**config.mk**
```make
export PLATFORM = sky130hd
export DESIGN_NAME = m_axi4_fsb_adapter
export DESIGN_NICKNAME = d
export VERILOG_FILES = /design/src/rtl/m_axi4_fsb_adapter.sv
export SDC_FILE = /design/constraint.sdc
export NUM_CORES = 1
export LEC_CHECK = 0
export ABC_AREA = 1
export CAP_MARGIN = 15
export CORE_AREA = 2 2 294 296
export DETAILED_ROUTE_END_ITERATION = 10
export DIE_AREA = 0 0 296 298
export PLACE_DENSITY_LB_ADDON = 0.12
export RECOVER_POWER = 50
export SLEW_MARGIN = 25
export SYNTH_ARGS = -nofsm -noshare
export SYNTH_HDL_FRONTEND = slang
export SYNTH_SLANG_ARGS = --single-unit
```
**constraint.sdc**
```tcl
create_clock -name clk_i -period 3.27 [get_ports clk_i]
set_input_delay 0.327 -clock clk_i [delete_from_list [all_inputs] [get_ports clk_i]]
set_output_delay 0.327 -clock clk_i [all_outputs]
set_load 0.01 [all_outputs]
```
**src/rtl/m_axi4_fsb_adapter.sv**
```systemverilog
// Packs 80-bit FSB packets into 64-byte lines and writes each line to a host
// ring buffer with single-beat AXI4 bursts, one write outstanding at a time.
module m_axi4_fsb_adapter #(
    parameter logic [63:0] BASE_ADDR  = 64'h0,
    parameter int unsigned RING_LINES = 64,
    parameter int unsigned TIMEOUT    = 16
) (
    input  logic         clk_i,
    input  logic         resetn_i,
    input  logic         fsb_v_i,
    input  logic [79:0]  fsb_data_i,
    output logic         fsb_r_o,
    output logic [63:0]  awaddr_o,
    output logic [7:0]   awlen_o,
    output logic [2:0]   awsize_o,
    output logic         awvalid_o,
    input  logic         awready_i,
    output logic [511:0] wdata_o,
    output logic [63:0]  wstrb_o,
    output logic         wlast_o,
    output logic         wvalid_o,
    input  logic         wready_i,
    input  logic [1:0]   bresp_i,
    input  logic         bvalid_i,
    output logic         bready_o,
    input  logic [7:0]   rd_ptr_i,
    output logic [7:0]   wr_ptr_o,
    output logic         err_o
);

    typedef enum logic [1:0] {StFill, StSend, StResp} state_e;

    localparam logic [7:0] PtrMask = 8'(RING_LINES - 1);
    localparam logic [7:0] IdleMax = 8'(TIMEOUT);

    state_e         state_q, state_d;
    logic [2:0]     slots_q, slots_d;
    logic [7:0]     idle_q, idle_d;
    logic [7:0]     wr_ptr_q, wr_ptr_d;
    logic           err_q, err_d;
    logic           aw_pend_q, aw_pend_d;
    logic           w_pend_q, w_pend_d;
    logic [511:0]   data_q, data_d;
    logic [63:0]    strb_q, strb_d;

    logic           accept;
    logic           line_ready;
    logic           ring_full;
    logic [7:0]     ptr_next;
    logic           aw_done;
    logic           w_done;

    assign fsb_r_o   = (state_q == StFill) && (slots_q < 3'd4);
    assign accept    = fsb_v_i && fsb_r_o;
    assign ptr_next  = (wr_ptr_q + 8'd1) & PtrMask;
    // rd_ptr_i is used combinationally so a host update unblocks this cycle
    assign ring_full = (ptr_next == rd_ptr_i);
    assign aw_done   = !aw_pend_q || awready_i;
    assign w_done    = !w_pend_q || wready_i;

    always_comb begin
        state_d    = state_q;
        slots_d    = slots_q;
        idle_d     = idle_q;
        wr_ptr_d   = wr_ptr_q;
        err_d      = err_q;
        aw_pend_d  = aw_pend_q;
        w_pend_d   = w_pend_q;
        data_d     = data_q;
        strb_d     = strb_q;
        line_ready = 1'b0;

        unique case (state_q)
            StFill: begin
                if (accept) begin
                    data_d[{slots_q[1:0], 7'd0} +: 128] = {48'h0, fsb_data_i};
                    strb_d[{slots_q[1:0], 4'd0} +: 16]  = 16'hFFFF;
                    slots_d = slots_q + 3'd1;
                    idle_d  = 8'd0;
                end else if (slots_q == 3'd0) begin
                    idle_d = 8'd0;
                end else if (idle_q != IdleMax) begin
                    idle_d = idle_q + 8'd1;
                end
                // Look at slots_d so the fourth packet launches the write next cycle
                line_ready = (slots_d == 3'd4) || ((slots_q != 3'd0) && (idle_q == IdleMax));
                if (line_ready && !ring_full) begin
                    state_d   = StSend;
                    aw_pend_d = 1'b1;
                    w_pend_d  = 1'b1;
                end
            end
            StSend: begin
                if (awready_i) aw_pend_d = 1'b0;
                if (wready_i) w_pend_d = 1'b0;
                if (aw_done && w_done) state_d = StResp;
            end
            StResp: begin
                if (bvalid_i) begin
                    wr_ptr_d = ptr_next;
                    if (bresp_i != 2'b00) err_d = 1'b1;
                    slots_d  = 3'd0;
                    idle_d   = 8'd0;
                    data_d   = '0;
                    strb_d   = '0;
                    state_d  = StFill;
                end
            end
            default: state_d = StFill;
        endcase
    end

    always_ff @(posedge clk_i) begin
        if (!resetn_i) begin
            state_q   <= StFill;
            slots_q   <= 3'd0;
            idle_q    <= 8'd0;
            wr_ptr_q  <= 8'd0;
            err_q     <= 1'b0;
            aw_pend_q <= 1'b0;
            w_pend_q  <= 1'b0;
            data_q    <= '0;
            strb_q    <= '0;
        end else begin
            state_q   <= state_d;
            slots_q   <= slots_d;
            idle_q    <= idle_d;
            wr_ptr_q  <= wr_ptr_d;
            err_q     <= err_d;
            aw_pend_q <= aw_pend_d;
            w_pend_q  <= w_pend_d;
            data_q    <= data_d;
            strb_q    <= strb_d;
        end
    end

    assign awvalid_o = (state_q == StSend) && aw_pend_q;
    assign wvalid_o  = (state_q == StSend) && w_pend_q;
    assign bready_o  = (state_q == StResp);
    assign awaddr_o  = BASE_ADDR + {50'h0, wr_ptr_q, 6'h0};
    assign awlen_o   = 8'd0;
    assign awsize_o  = 3'b110;
    assign wlast_o   = 1'b1;
    assign wdata_o   = data_q;
    assign wstrb_o   = strb_q;
    assign wr_ptr_o  = wr_ptr_q;
    assign err_o     = err_q;

endmodule

```
==> results.ini <==
[floorplanning]
die_x_um = 296
core-area_mm2 = 0.0849
die-area_mm2 = 0.0882
start_util = 0.194
placement_rows = 107
fp.dieH_um = 298
pin_count = 761

[sta]
maxSlewViolCount = 69
finClkSkew_ps = 22.4
relSlewSlack = -0.0325
tightestPinTransition_ps = 1550
fin_crit_ps = 2720
rsz0062_at_grt = no
setup_violations = 0
fin_tns_setup_ps = 0
fin_crit_sh = 0.833
max_freq_ghz = 0.367
hold_viol_final = 0

[clock_tree]
cts_buffers = 46
clk_pin_slew_worst_paths_ps = 60
cts_tree = yes
post_cts_resized = 0
ctsLongestPathBuffers = 3
clockRootBuffer = clkbuf_16
insertion_delay_ps = 570
cts_setup_buffers = 0
cts_sinks = 346
htree_levels = 2
hold_buffers = 0

[critical_path]
reg2reg_from = state_q[0]$_SDFFE_PN0P_
slowest_delay_ps = 1200
worstSetupStartpointType = input pin
r2r_cells = 8
path_cells = dlygate4sd3_1 -> clkinvlp_4 -> buf_12 -> a21oi_1
cp.required_ps = 3760
crit_buf_inv = 3
timing.rr.end = wdata_o[411]$_SDFFE_PN0P_
slowest_stage = clkinvlp_4
critical_path_peak_fanout = 74
crit_arrival_ps = 3210
end_kind = flop
crit_family = buffers and inverters
path_class = input pin to flop
reg2reg_slack_ps = 780

[routing]
postRouteAntennaNets = 0
routed_wl_um = 69600
avgRoutedWirePerCell_um = 18.5
via_count = 15000
via_per_inst = 3.99
drt-initial-drc-count = 655
drc_errors = 0
drt-pass1-iter-count = 5

[grt]
grt_pass1_vias = 14800
grt_pass1_wl_um = 101000
grt_antenna_before_repair = 5
grt-ovfl-total = 0
grt_max_degree = 81
track_usage = 0.151

[logic_synthesis]
synth_area_mm2 = 0.0164
yosysWarnings = 0
synth_top_family_by_area = simple AND/OR/NAND/NOR gates
synth_mux_area_frac = 0.000609
synth-xor-area-share = 0
seq_area_frac_synth = 0.422
synth_adder_area_share = 0.00609
synth_seq_cells = 346
synth_top_area_frac = 0.422
yosysUniqueCellTypes = 28
synth_compound_area_frac = 0.107
synth_top_cell_by_area = dfxtp_1
async_flop_share = 0
yosysMostFrequentCell = nand2_1
synth_ff_type = dfxtp_1
yosys-top-cells-area = dfxtp_1 (42%), buf_4 (15%), nand2_1 (10%)
synthTopCellsByCount = nand2_1 (454), dfxtp_1 (346), a21oi_1 (333), buf_4 (330), nand3_1 (188)
syn_avg_cell_area_um2 = 7.36
synth_edf_count = 0
syn_inst = 2232
synth_simple_gate_area_frac = 0.247

[power_and_ir_drop]
p_leak_nw = 9.22
p_per_area_mw_per_mm2 = 485
ir_worst_vdd_mv = 0.289

[cells_and_area]
drive_gt1_frac = 0.0423
area_growth_pct = 37.4
fin_util = 0.266
nNetsFinal = 2694
finalNonFillerCells = 3767

[min_path]
hold_end = err_o$_SDFFE_PN0P_
holdPathStages = 3
hp-start = bresp_i[1]
hold_class = input pin to flop

[placed_design]
portBuffers = 496
globalplace.congestion = 0.781
hpwlAfterDp_um = 48100
post-place-cells = 3685

[status]
outcome = complete, but fails checks
violations = max-capacitance violations, max-slew violations

[job]
drv_cap = 1

state kept, by name (all words and copies together) (netlist names):
signal,cells
state_q,2
err_o,1
wstrb_o,4
wr_ptr_o,6
idle_q,8
w_pend_q,1
slots_q,3
aw_pend_q,1
wdata_o,320
layout make-up:
| cell class | instances | area [um2] |
|---|---|---|
| multi-input cells | 1546 | 6960 |
| repair buffers | 523 | 5270 |
| inverters | 127 | 489 |
| fillers | 9360 | 62300 |
| well taps | 1144 | 1430 |
| flip-flops and latches | 346 | 6930 |
| clock buffers | 67 | 1310 |
| clock inverters | 13 | 184 |
| diodes | 1 | 2.50 |
worst min-delay path, delay by kind of cell:
family                 cells  cell delay, ps
AOI/OAI and AO/OA          2             220
buffers and inverters      1             390
worst max path at each step:
stage	from	end	slack [ps]	cells after the start
3_3_place_gp	bvalid_i	wdata_o[410]$_SDFFE_PN0P_	800	8
3_5_place_dp	bvalid_i	wdata_o[421]$_SDFFE_PN0P_	820	8
5_1_grt	resetn_i	wdata_o[334]$_SDFFE_PN0P_	350	4
4_1_cts	state_q[0]$_SDFFE_PN0P_	awvalid_o	860	5
6_report	resetn_i	wdata_o[51]$_SDFFE_PN0P_	550	4
2_1_floorplan	slots_q[0]$_SDFFE_PN0P_	wdata_o[290]$_SDFFE_PN0P_	950	10
power breakdown:
group          switching, W  internal (W)
combinational       0.00104      0.000481
clock               0.00200       0.00308
sequential        0.0000570       0.00429
total               0.00310       0.00785
cells in the final DEF, fill, tap and decap left out, types with 9 or more instances in the layout:
master and n:
dfxtp_1 346, clkdlybuf4s50_1 169, buf_4 17, nand3_1 188
nor2_1 111, nand2_1 453, inv_1 119, o21ai_0 9
clkbuf_1 13, dlygate4sd3_1 327, nor3_1 77, clkbuf_16 46
a21oi_1 333, conb_1 264, or2_1 80
routing by layer:
layer  vias up  GRT usage  wire, um  share of wire
li1       7285          -         -              -
met1      7152      0.174     27800           0.40
met2       506      0.266     34400           0.49
met3        83     0.0555      6160          0.088
met4        10     0.0309      1190          0.017
met5         -          0        66        0.00095
cells by family (layout without fill, tap and decap cells):
group | Yosys count | count (layout)
other cells | 2 | 265
fa+ha+maj | 8 | 8
compound gates | 348 | 348
mux | 1 | 1
simple gates | 925 | 925
buf+inv | 602 | 730
flops | 346 | 346
through the flow:
stage	hold slack (ps)	setup slack, ps	instance area [um2]	total power (W)
final	433	547	22600	0.0109
after global routing	450	350	22600	0.0115
after CTS	376	863	22600	0.0112
after detailed placement	450	816	21100	0.00603
after global placement	442	801	21100	0.00602
after floorplan	443	953	17400	0.00556
Power figures use the tool's default switching activity.
